==> src/rtl/calc_button_conditioner.sv <==
// rtl/calc_button_conditioner.sv - per-button synchronizer, debounce, edge pulses and auto-repeat
module calc_button_conditioner #(
  parameter int                     NUM_BUTTONS     = 5,
  parameter int                     DEBOUNCE_CYCLES = 1000000,
  parameter logic [NUM_BUTTONS-1:0] REPEAT_MASK     = 5'b00011,
  parameter int                     REPEAT_DELAY    = 50000000,
  parameter int                     REPEAT_PERIOD   = 10000000
) (
  input  logic                   clk,
  input  logic                   rst,
  input  logic [NUM_BUTTONS-1:0] btn_raw,
  output logic [NUM_BUTTONS-1:0] btn_level,
  output logic [NUM_BUTTONS-1:0] btn_press,
  output logic [NUM_BUTTONS-1:0] btn_release,
  output logic                   any_press
);

  localparam int DB_W = $clog2(DEBOUNCE_CYCLES) + 1;
  localparam int RP_W = $clog2(REPEAT_DELAY) + 1;

  localparam logic [DB_W-1:0] DB_LAST   = DB_W'(DEBOUNCE_CYCLES - 1);
  localparam logic [RP_W-1:0] RP_FIRE   = RP_W'(REPEAT_DELAY);
  localparam logic [RP_W-1:0] RP_RELOAD = RP_W'(REPEAT_DELAY - REPEAT_PERIOD);

  logic [NUM_BUTTONS-1:0] sync1;
  logic [NUM_BUTTONS-1:0] sync2;
  logic [NUM_BUTTONS-1:0] press_next;
  logic [NUM_BUTTONS-1:0] release_next;

  // Two-flop synchronizer bringing the asynchronous pins into the clk domain
  always_ff @(posedge clk) begin
    if (rst) begin
      sync1 <= '0;
      sync2 <= '0;
    end else begin
      sync1 <= btn_raw;
      sync2 <= sync1;
    end
  end

  for (genvar i = 0; i < NUM_BUTTONS; i++) begin : g_ch
    logic [DB_W-1:0] db_cnt;
    logic            db_done;
    logic            rise;
    logic            fall;
    logic            rep_fire;

    // A level change is accepted once the differing sample has been stable
    // for the full debounce window; any return to the current level restarts it.
    assign db_done = (sync2[i] != btn_level[i]) && (db_cnt == DB_LAST);
    assign rise    = db_done && !btn_level[i];
    assign fall    = db_done &&  btn_level[i];

    // Debounce counter and the accepted level for this channel
    always_ff @(posedge clk) begin
      if (rst) begin
        db_cnt       <= '0;
        btn_level[i] <= 1'b0;
      end else if (sync2[i] == btn_level[i]) begin
        db_cnt <= '0;
      end else if (db_done) begin
        db_cnt       <= '0;
        btn_level[i] <= ~btn_level[i];
      end else begin
        db_cnt <= db_cnt + DB_W'(1);
      end
    end

    if (REPEAT_MASK[i]) begin : g_rep
      logic [RP_W-1:0] rp_cnt;
      logic [RP_W-1:0] rp_next;

      assign rp_next = rp_cnt + RP_W'(1);
      // The falling-edge cycle is excluded so a release never carries a repeat with it
      assign rep_fire = btn_level[i] && !fall && (rp_next == RP_FIRE);

      // Hold-time counter: first pulse after REPEAT_DELAY, then every REPEAT_PERIOD
      always_ff @(posedge clk) begin
        if (rst || !btn_level[i] || fall) begin
          rp_cnt <= '0;
        end else if (rep_fire) begin
          rp_cnt <= RP_RELOAD;
        end else begin
          rp_cnt <= rp_next;
        end
      end
    end else begin : g_norep
      assign rep_fire = 1'b0;
    end

    assign press_next[i]   = rise | rep_fire;
    assign release_next[i] = fall;
  end

  // Registered pulse outputs, aligned with the level update
  always_ff @(posedge clk) begin
    if (rst) begin
      btn_press   <= '0;
      btn_release <= '0;
      any_press   <= 1'b0;
    end else begin
      btn_press   <= press_next;
      btn_release <= release_next;
      any_press   <= |press_next;
    end
  end

endmodule

==> config.mk <==
export PLATFORM = sky130hd
export DESIGN_NAME = calc_button_conditioner
export DESIGN_NICKNAME = d
export VERILOG_FILES = /design/src/rtl/calc_button_conditioner.sv
export SDC_FILE = /design/constraint.sdc
export NUM_CORES = 1
export LEC_CHECK = 0
export BUFFER_PORTS_ARGS = -buffer_cell sky130_fd_sc_hd__buf_2
export CORE_UTILIZATION = 60
export DETAILED_ROUTE_END_ITERATION = 8
export PLACE_DENSITY = 0.77
export RECOVER_POWER = 25
export SKIP_LAST_GASP = 1
export SYNTH_ARGS = -nofsm -noshare
export SYNTH_HDL_FRONTEND = slang
export SYNTH_SLANG_ARGS = --single-unit
==> constraint.sdc <==
create_clock -name clk -period 3.92 [get_ports clk]
set_clock_uncertainty 0.1 [all_clocks]
set_input_delay 0.196 -clock clk [delete_from_list [all_inputs] [get_ports clk]]
set_output_delay 0.196 -clock clk [all_outputs]
set_load 0.005 [all_outputs]
# Yosys cells after proc, flatten, opt, wreduce, memory -nomap -nowiden
# Cells that the tools add are included.
[word_totals] ff_bits=185 in_bits=7
[op_classes] n_addsub=7 n_eq_ne=17 n_mux=2 bitwise_logic=12 reduce_logical=43
[ops] op="adder 21 x 1 -> 21 bit, second input constant" n=5
[ops] op="equality test 21 x 20 -> 1 bit, second input constant" n=5
[ops] op="adder 27 x 1 -> 27 bit, second input constant" n=2
[ops] op="equality test 27 x 26 -> 1 bit, second input constant" n=2
[ops] op="two-way mux 26 bit" n=2
[ops] op="logical AND 1 bit" n=19
[ops] op="OR reduction 3 bit" n=5
[ops] op="inverter 1 bit" n=10
[ops] op="AND reduction 2 bit" n=5
[ops] op="zero test 1 bit" n=7
[ops] op="equality test 1 bit" n=5
[ops] op="!= test 1 bit" n=5
[ops] op="OR reduction 5 bit" n=1
[ops] op="logical OR 1 bit" n=4
[ops] op="OR reduction 2 bit" n=2
[ops] op="OR 1 bit" n=2

# Logic depth before layout (Yosys ltp)
# Gate-level depths: netlist of the first run.
[logic_depth] word_depth=8 ltp_mapped=11

# Worst setup path before layout of the first run
# Ideal clock, no wire load.
[synth_path] path_kind="flip-flop to flip-flop" from="register g_ch[0].g_rep.rp_cnt[0]" to="register g_ch[0].g_rep.rp_cnt[13]" setup_ps=122 arrival_time_ps=2405 t_required_ps=3698 path_slack_ps=1292 path_stages_with_launch=10 path_buffers=1 period_less_slack_ps=2628 path_cell_list="dfxtp_1 ha_1 nand3_1 nor3_1 a31oi_1 nor4b_1 nand4_2 nand2_2 buf_6 nor2_1"
[synth_via] elab_chain_cells=4
[synth_rtl] item="start: declaration" line_no="70" text="logic [RP_W-1:0] rp_cnt;"
[synth_rtl] item="start signal: assignment" line_no="84" text="rp_cnt <= rp_next;"
[synth_rtl] item="adder 27 x 1 -> 27 bit *" line_no="73" text="assign rp_next = rp_cnt + RP_W'(1);"
[synth_rtl] item="equality test 27 x 26 -> 1 bit" line_no="75" text="assign rep_fire = btn_level[i] && !fall && (rp_next == RP_FIRE);"
[synth_rtl] item="logical AND 1 bit" line_no="75"
[synth_rtl] item="OR reduction 2 bit (no source line)"
# Mark *: on every way between the ends. The rest lies on a longest branch, timed or not.
# A chain may end at the register's enable or synchronous reset.

# Final worst setup path of the first run
[layout_path] from="register g_ch[0].g_rep.rp_cnt[0]" to="register g_ch[0].g_rep.rp_cnt[10]"
# Same word-level chain as after synthesis.

==> impl_metrics.ini, run 1 <==
[placement]
io_buffers = 22
hpwlAfterDp_um = 10570
place.gp.congestion = 0.8753

[flow_run]
cap_violations = 1

[timing]
max_freq_mhz = 324.5
min_period_ns = 3.082
maxSlewViolCount = 33
rsz0062_at_grt = no
slew_headroom_pct = -1.077
setup_viol = 0
timing.hold.ws_ns = 0.3406
tightest_slew_ns = 1.516
finalHoldViolations = 0
fin_tns_setup_ns = 0
finalCritPeriodShare_pct = 78.63

[clock_network]
cts-root-buf = clkbuf_16
clockBufferDepth = 2
tritoncts = built
cts_resized = 0
htree_num_levels = 4
postCtsHoldBufs = 5
clkTransAtPathRegs_ns = 0.07
clock-sinks = 185
insertion_delay_ns = 0.43
cts_buffers = 17
post-cts-setup-buffers = 0

[finish]
syn_to_final_growth_pct = 9.913
layout-drive-gt1-share_pct = 6.325
nNetsFinal = 997
layout_common_cells = dfxtp_1, nor2_1, nand2_1
diodes = 0
fill_cells = 1073
layout_commonest_cell = dfxtp_1

[synthesis]
ys.flop_type = dfxtp_1
synth_edf_count = 0
yosys.area.top_type_share_pct = 44.59
synth_area_leader_cell = dfxtp_1
synthArstFlopShare_pct = 0
synth_seq_cells = 185
synth_area_leaders = dfxtp_1, nor2_1, xor2_1
syn_nets = 981
ys_seq_area_share_pct = 44.59
syn_avg_cell_area_um2 = 8.589
synth_cells = 967
ys_types = 59
netlist_area_um2 = 8305
ys_warn_count = 0

[worst_setup_path]
critPathCaptureType = flip-flop
r2r_end = g_ch[0].g_rep.rp_cnt[10]$_SDFF_PP0_
reg2reg_slack_ns = 0.84
cp.arrival_ns = 3.29
cp_max_fo = 14
r2r_cells = 9
cp-start-kind = flip-flop
reg2reg_from = g_ch[0].g_rep.rp_cnt[0]$_SDFF_PP0_
worst_ep_required_time_ns = 4.13
crit_type = flip-flop to flip-flop

[grt]
grtUsageMet1_pct = 29.78
antenna_found_initial = 0
gr-total-overflow = 0
use_met3_pct = 5.751
grt_pass1_vias = 6125
top_usage_layer = met2
grt_usage_pct = 23.32
grt_start_max_net_pins = 33
grt_use_met2_pct = 38.08
grt_pass1_wl_um = 27190

[routing]
vias = 6514
drtPass1Iterations = 5
post_drt_wl_per_cell_um = 13.40
wl_um = 15700
antenna_left = 0
vias_per_cell = 5.558
drt_iter0_markers = 443
drc = 0

[hold_path]
hp-start = sync1[3]$_SDFF_PP0_
hold_end = sync2[3]$_SDFF_PP0_
hold_depth = 1
holdCritPathClass = flip-flop to flip-flop

[die]
io_pins = 23
die_w_um = 119.7
start_util_pct = 62.22
core_area_um2 = 13350
rows = 42
die_h_um = 119.7
fp.dieArea_um2 = 14320

[status]
violations = max-capacitance violations, max-slew violations
outcome = complete, but fails checks

[power]
p_per_area_nw_per_um2 = 398.5
ir_drop_mv = 0.3844
leakage_nw = 2.923
worst max-delay path: stages (launching register included):
cell and delay (ns):
dfxtp_1 0.42, ha_1 0.32, nand3_1 0.23, nor3_1 0.22
clkbuf_1 0.36, a31oi_1 0.19, nor4b_1 0.46, nand4_2 0.24
nand2_2 0.31, a21oi_1 0.08
layer usage:
metal | vias to the layer above | share of wire, %
met5 | - | 0
met1 | 3034 | 48
met2 | 108 | 47
li1 | 3352 | -
met3 | 20 | 3.6
met4 | 0 | 1.5
final cells by class:
cell class,count,area [um2],area share [%]
inverter,16,60.06,0.6579
sequential,185,3704,40.57
timing repair buffer,29,158.9,1.741
clock buffer,17,425.4,4.660
tap,176,220.2,2.412
multi-input combinational,734,4397,48.16
clock inverter,15,163.9,1.796
through the flow:
step                      area, um2  std cells  utilization, %  total power [mW]  setup slack [ns]
final                          9129       1172           68.39             3.638            0.8379
after global routing           9129       1172           68.39             3.754            0.6610
after CTS                      9145       1172           68.51             3.662            0.9439
after detailed placement       8506       1135           63.72             1.956            0.9677
after global placement         8506       1135           63.72             1.956             1.059
after floorplan                8305        967               -             1.949             1.292
worst max path at each step:
stage                                            start  slack [ns]                                  end
floorplan           g_ch[0].g_rep.rp_cnt[0]$_SDFF_PP0_        1.29  g_ch[0].g_rep.rp_cnt[13]$_SDFF_PP0_
global placement    g_ch[0].g_rep.rp_cnt[3]$_SDFF_PP0_        1.06   g_ch[0].g_rep.rp_cnt[2]$_SDFF_PP0_
detailed placement  g_ch[0].g_rep.rp_cnt[3]$_SDFF_PP0_        0.97   g_ch[0].g_rep.rp_cnt[5]$_SDFF_PP0_
CTS                 g_ch[0].g_rep.rp_cnt[3]$_SDFF_PP0_        0.94  g_ch[0].g_rep.rp_cnt[10]$_SDFF_PP0_
global route        g_ch[0].g_rep.rp_cnt[0]$_SDFF_PP0_        0.66  g_ch[0].g_rep.rp_cnt[10]$_SDFF_PP0_
finish              g_ch[0].g_rep.rp_cnt[0]$_SDFF_PP0_        0.84  g_ch[0].g_rep.rp_cnt[10]$_SDFF_PP0_
kinds of logic after synthesis:
logic type	share of synthesized area [%]
DFF	44.59
buffers and inverters	2.471
xor gates and xnor gates	14.45
muxes	0.4971
adders and majority gates	1.054
and+or+nand+nor	31.58
AOI/OAI and AO/OA	5.363
synthesized netlist by cell type (5+ instances only):
cell type    n
nor2_1     178
nand3_1     59
dfxtp_1    185
xor2_1      72
nor3_1      30
nand4_1     27
ha_1         7
xnor2_1     65
nor3b_1      7
clkbuf_1    24
and2_1       9
nand2_1     78
inv_1       16
and4_1       6
nor4b_1      6
o31ai_1      5
and3_1      36
nand2b_1     6
a21oi_1     25
o21ai_0     10
nor2b_1     12
nor4_1      19
or3_1       21
report_power, final:
| part | total, mW | internal (mW) | switching [mW] |
|---|---|---|---|
| clock | 1.72 | 0.952 | 0.770 |
| sequential | 1.89 | 1.88 | 0.00297 |
| combinational | 0.0286 | 0.0110 | 0.0176 |
state kept, by name, indices dropped and copies added (netlist names):
name and count:
btn_press 5, sync1 5, g_ch.g_rep.rp_cnt 54, btn_level 5, btn_release 5, sync2 5
g_ch.db_cnt 105, any_press 1
Note: power is estimated with default switching activity, not from simulation.
==> inputs of run 2 (changes only) <==
==> constraint.sdc (replaced) <==
create_clock -name clk -period 3 [get_ports clk]
set_clock_uncertainty 0.1 [all_clocks]
set_input_delay 0.15 -clock clk [delete_from_list [all_inputs] [get_ports clk]]
set_output_delay 0.15 -clock clk [all_outputs]
set_load 0.005 [all_outputs]
==> impl_metrics.ini, run 2 (synthesis gave the netlist of run 1 again) <==
[hold_path]
hp-start = sync1[1]$_SDFF_PP0_
hold_end = sync2[1]$_SDFF_PP0_
holdCritPathClass = flip-flop to flip-flop
hold_depth = 1

[routing]
vias = 6590
wl_um = 16040
drtPass1Iterations = 5
vias_per_cell = 5.547
post_drt_wl_per_cell_um = 13.50
drt_iter0_markers = 429
antenna_left = 0
drc = 0

[worst_setup_path]
cp_top_family = simple AND/OR/NAND/NOR gates
crit_type = flip-flop to flip-flop
r2r_end = g_ch[0].g_rep.rp_cnt[2]$_SDFF_PP0_
slowest_delay_ns = 0.54
reg2reg_slack_ns = 0.14
cp.arrival_ns = 3.07
cp_slowest_cell = or4_4
crit_chain = ha_1 > nand3_1 > or3_1 > or4_4 > a22oi_2 > nand4_2 > nand2_4 > nor2_1
reg2reg_from = g_ch[0].g_rep.rp_cnt[0]$_SDFF_PP0_
cp_max_fo = 14
critPathCaptureType = flip-flop
cp-start-kind = flip-flop
worst-path-buf-inv = 0
r2r_cells = 8
worst_ep_required_time_ns = 3.21

[timing]
tightest_slew_ns = 1.238
rsz0062_at_grt = yes
finalHoldViolations = 0
finalCritPeriodShare_pct = 95.43
min_period_ns = 2.863
max_freq_mhz = 349.3
setup_viol = 0
slew_headroom_pct = 17.46
maxSlewViolCount = 0

[die]
die_h_um = 119.7
io_pins = 23
fp.dieArea_um2 = 14320
die_w_um = 119.7
rows = 42
start_util_pct = 62.22
core_area_um2 = 13350

[finish]
finish.utilization_pct = 70.00
layout_common_cells = dfxtp_1, nor2_1, nand2_1
layout_commonest_cell = dfxtp_1
nNetsFinal = 1016
layout-drive-gt1-share_pct = 7.510
largest_register = g_ch.db_cnt
syn_to_final_growth_pct = 12.50
largest_register_ffs = 105
diodes = 0
reg_top3 = g_ch.db_cnt (105), g_ch.g_rep.rp_cnt (54)
design_area_um2 = 9344

[grt]
grt_start_max_net_pins = 27
antenna_found_initial = 0
grt_pass1_wl_um = 27270
grt_usage_pct = 23.30
gr-total-overflow = 0
grt_pass1_vias = 6043

[clock_network]
htree_num_levels = 4
post-cts-setup-buffers = 0
clock-sinks = 185
cts-root-buf = clkbuf_16
clkTransAtPathRegs_ns = 0.06
clockBufferDepth = 2
cts_buffers = 17
tritoncts = built
insertion_delay_ns = 0.42

[placement]
place_area_um2 = 8633
hpwlAfterDp_um = 10960
place.gp.congestion = 0.8592
io_buffers = 22

[status]
outcome = completed

[power]
power.total_mw = 4.961
ir_drop_mv = 0.4374
leakage_nw = 3.045
switchingPower_mw = 0.9250
power_switching_share_pct = 18.64
combPwrFrac_pct = 0.8
clkPwrFrac_pct = 49.4
seqPwrFrac_pct = 49.7
p_per_area_nw_per_um2 = 531.0
p_int_mw = 4.036

[flow_run]
cap_violations = 0
run 2: cell count changes in the layout (fill, tap and decap cells not counted), sizes merged:
cell and delta:
buf +17, bufinv +3, clkbuf +5, clkinv -3, clkinvlp -2, dlygate4sd3 +2, inv -6
run 2: cell type report:
cell class	instances	area, um2
flip-flops and latches	185	3704
well taps	176	220.2
clock inverters	7	165.2
multi-input cells	734	4402
repair buffers	48	309.0
inverters	16	60.06
clock buffers	22	484.2
fillers	1074	4004
run 2: how the worst max path moves through the flow:
stage	start	to	slack [ns]	depth (start not counted)
floorplan	g_ch[0].g_rep.rp_cnt[0]$_SDFF_PP0_	g_ch[0].g_rep.rp_cnt[13]$_SDFF_PP0_	0.37	9
global placement	g_ch[0].g_rep.rp_cnt[12]$_SDFF_PP0_	g_ch[0].g_rep.rp_cnt[20]$_SDFF_PP0_	0.25	7
detailed placement	g_ch[0].g_rep.rp_cnt[12]$_SDFF_PP0_	g_ch[0].g_rep.rp_cnt[4]$_SDFF_PP0_	0.16	7
CTS	g_ch[0].g_rep.rp_cnt[0]$_SDFF_PP0_	g_ch[0].g_rep.rp_cnt[4]$_SDFF_PP0_	0.09	8
global route	g_ch[0].g_rep.rp_cnt[0]$_SDFF_PP0_	g_ch[0].g_rep.rp_cnt[4]$_SDFF_PP0_	-0.01	8
finish	g_ch[0].g_rep.rp_cnt[0]$_SDFF_PP0_	g_ch[0].g_rep.rp_cnt[2]$_SDFF_PP0_	0.14	8
run 2: power groups by stage:
stage               clock network (mW)  logic (mW)  registers, mW
floorplan                            0      0.0242           2.52
global placement                     0      0.0356           2.52
detailed placement                   0      0.0359           2.52
CTS                               2.49      0.0432           2.47
global route                      2.59      0.0468           2.47
finish                            2.45      0.0419           2.47
run 2: per-stage QoR:
| step | setup TNS (ns) | worst slack, ns | cells | hold slack [ns] |
|---|---|---|---|---|
| final | 0 | 0.1370 | 1188 | 0.3355 |
| after global routing | -0.01047 | -0.009689 | 1188 | 0.3583 |
| after CTS | 0 | 0.08692 | 1188 | 0.3346 |
| after detailed placement | 0 | 0.1551 | 1152 | 0.2637 |
| after global placement | 0 | 0.2467 | 1152 | 0.2585 |
| after floorplan | 0 | 0.3721 | 967 | 0.1782 |
run 2: metal layers:
metal | track usage [%] | wire length [um] | up-vias
met2 | 37.39 | 7380 | 108
li1 | - | - | 3400
met4 | 8.281 | 259 | 0
met5 | 0 | 0 | -
met3 | 4.800 | 518 | 18
met1 | 31.01 | 7880 | 3064
run 2: repair_timing:
action / 4_1_cts / 5_1_grt
hold endpoints to repair: 9 / 0
resized for setup: 0 / 1
setup endpoints to repair: 0 / 14
hold buffers: 7 / 0
==> inputs of run 3 (changes only) <==
--- a/config.mk
+++ b/config.mk
@@ -9,7 +9,6 @@
 export CORE_UTILIZATION = 60
 export DETAILED_ROUTE_END_ITERATION = 8
 export PLACE_DENSITY = 0.77
-export RECOVER_POWER = 25
 export SKIP_LAST_GASP = 1
 export SYNTH_ARGS = -nofsm -noshare
 export SYNTH_HDL_FRONTEND = slang
==> impl_metrics.ini, run 3 (synthesis gave the netlist of run 1 again) <==
[status]
outcome = completed

[placement]
place_ws_ns = 0.1551
io_buffers = 22
hpwlAfterDp_um = 10960
place.gp.congestion = 0.8592

[clock_network]
htree_num_levels = 4
clock-sinks = 185
clockBufferDepth = 2
tritoncts = built
cts_buffers = 17
insertion_delay_ns = 0.42
cts-root-buf = clkbuf_16
clkTransAtPathRegs_ns = 0.06

[grt]
gr-total-overflow = 0
antenna_found_initial = 0
grt_start_max_net_pins = 27
grt_pass1_wl_um = 27270
grt_pass1_vias = 6043
grt_usage_pct = 23.30

[power]
ir_drop_mv = 0.4387
leakage_nw = 3.082
p_per_area_nw_per_um2 = 530.3

[hold_path]
holdCritPathClass = flip-flop to flip-flop
hold_depth = 1
hp-start = sync1[1]$_SDFF_PP0_
hold_end = sync2[1]$_SDFF_PP0_

[worst_setup_path]
cp_slowest_cell = or4_1
slowest_delay_ns = 0.66
crit_chain = nand4_2 > or4_1 > or4_1 > a22oi_2 > nand4_2 > nand2_4 > nor2_1
cp.arrival_ns = 3.05
crit_type = flip-flop to flip-flop
cp-start-kind = flip-flop
cp_max_fo = 14
r2r_end = g_ch[0].g_rep.rp_cnt[2]$_SDFF_PP0_
worst-path-buf-inv = 0
reg2reg_from = g_ch[0].g_rep.rp_cnt[12]$_SDFF_PP0_
critPathCaptureType = flip-flop
reg2reg_slack_ns = 0.16
r2r_cells = 7
worst_ep_required_time_ns = 3.21
cp_top_family = simple AND/OR/NAND/NOR gates

[routing]
drt_iter0_markers = 531
drc = 0
vias_per_cell = 5.541
vias = 6583
antenna_left = 0
drtPass1Iterations = 5
post_drt_wl_per_cell_um = 13.49
wl_um = 16030

[timing]
maxSlewViolCount = 0
fin_ws_ns = 0.1570
slew_headroom_pct = 56.10
fin_tns_setup_ns = 0
min_period_ns = 2.843
finalCritPeriodShare_pct = 94.77
max_freq_mhz = 351.7
tightest_slew_ns = 0.6569
finalHoldViolations = 0
setup_viol = 0
rsz0062_at_grt = yes

[die]
start_util_pct = 62.22
fp.dieArea_um2 = 14320
io_pins = 23
rows = 42
core_area_um2 = 13350
die_w_um = 119.7
die_h_um = 119.7

[flow_run]
cap_violations = 0

[finish]
layout_common_cells = dfxtp_1, nor2_1, nand2_1
fill_cells = 1069
finish.utilization_pct = 70.11
largest_register_ffs = 105
reg_top3 = g_ch.db_cnt (105), g_ch.g_rep.rp_cnt (54)
nNetsFinal = 1016
layout_commonest_cell = dfxtp_1
syn_to_final_growth_pct = 12.67
layout-drive-gt1-share_pct = 8.399
diodes = 0
largest_register = g_ch.db_cnt
run 3: how the worst max path moves through the flow:
stage,startpoint,to,depth (start not counted)
floorplan,g_ch[0].g_rep.rp_cnt[0]$_SDFF_PP0_,g_ch[0].g_rep.rp_cnt[13]$_SDFF_PP0_,9
CTS,g_ch[0].g_rep.rp_cnt[0]$_SDFF_PP0_,g_ch[0].g_rep.rp_cnt[4]$_SDFF_PP0_,8
global placement,g_ch[0].g_rep.rp_cnt[12]$_SDFF_PP0_,g_ch[0].g_rep.rp_cnt[20]$_SDFF_PP0_,7
finish,g_ch[0].g_rep.rp_cnt[12]$_SDFF_PP0_,g_ch[0].g_rep.rp_cnt[2]$_SDFF_PP0_,7
detailed placement,g_ch[0].g_rep.rp_cnt[12]$_SDFF_PP0_,g_ch[0].g_rep.rp_cnt[4]$_SDFF_PP0_,7
global route,g_ch[0].g_rep.rp_cnt[0]$_SDFF_PP0_,g_ch[0].g_rep.rp_cnt[4]$_SDFF_PP0_,8
run 3: area by class of cell:
cell class	count	area, um2	share of cell area, %
multi-input cells	734	4402	47.04
flip-flops and latches	185	3704	39.58
clock buffers	22	484.2	5.174
repair buffers	48	322.8	3.450
well taps	176	220.2	2.353
clock inverters	7	165.2	1.765
inverters	16	60.06	0.6418
run 3: repair_timing:
item,4_1_cts,5_1_grt
hold buffers,7,0
endpoints found under the setup margin,0,14
buffers inserted,0,0
endpoints found under the hold margin,9,0
resized for setup,0,1
run 3: stage by stage:
step           cells  instance area, um2  total power, mW  hold WS (ns)
3_3_place_gp    1152                8633            2.559        0.2585
4_1_cts         1188                9353            5.000        0.3346
2_1_floorplan    967                8305            2.546        0.1782
6_report        1188                9358            4.962        0.3356
5_1_grt         1188                9358            5.106        0.3583
3_5_place_dp    1152                8633            2.559        0.2637
run 3: metal layers:
layer	global-route usage, %	routed length (um)	vias to the layer above
met5	0	0	-
met4	8.281	221	0
met3	4.800	536	13
met2	37.39	7347	115
met1	31.01	7924	3060
li1	-	-	3395
run 3: where the power goes:
part	internal [mW]	switching (mW)	leakage, nW	total (mW)
Combinational	0.0183	0.0243	1.28	0.0426
Clock	1.55	0.896	0.310	2.45
Sequential	2.46	0.00403	1.49	2.47
Total	4.04	0.925	3.08	4.96
run 3: worst reg2reg max path, cell delays in order, from the launching register on:
cell	delay (ns)
dfxtp_1	0.42
nand4_2	0.17
or4_1	0.66
or4_1	0.56
a22oi_2	0.26
nand4_2	0.23
nand2_4	0.24
nor2_1	0.08
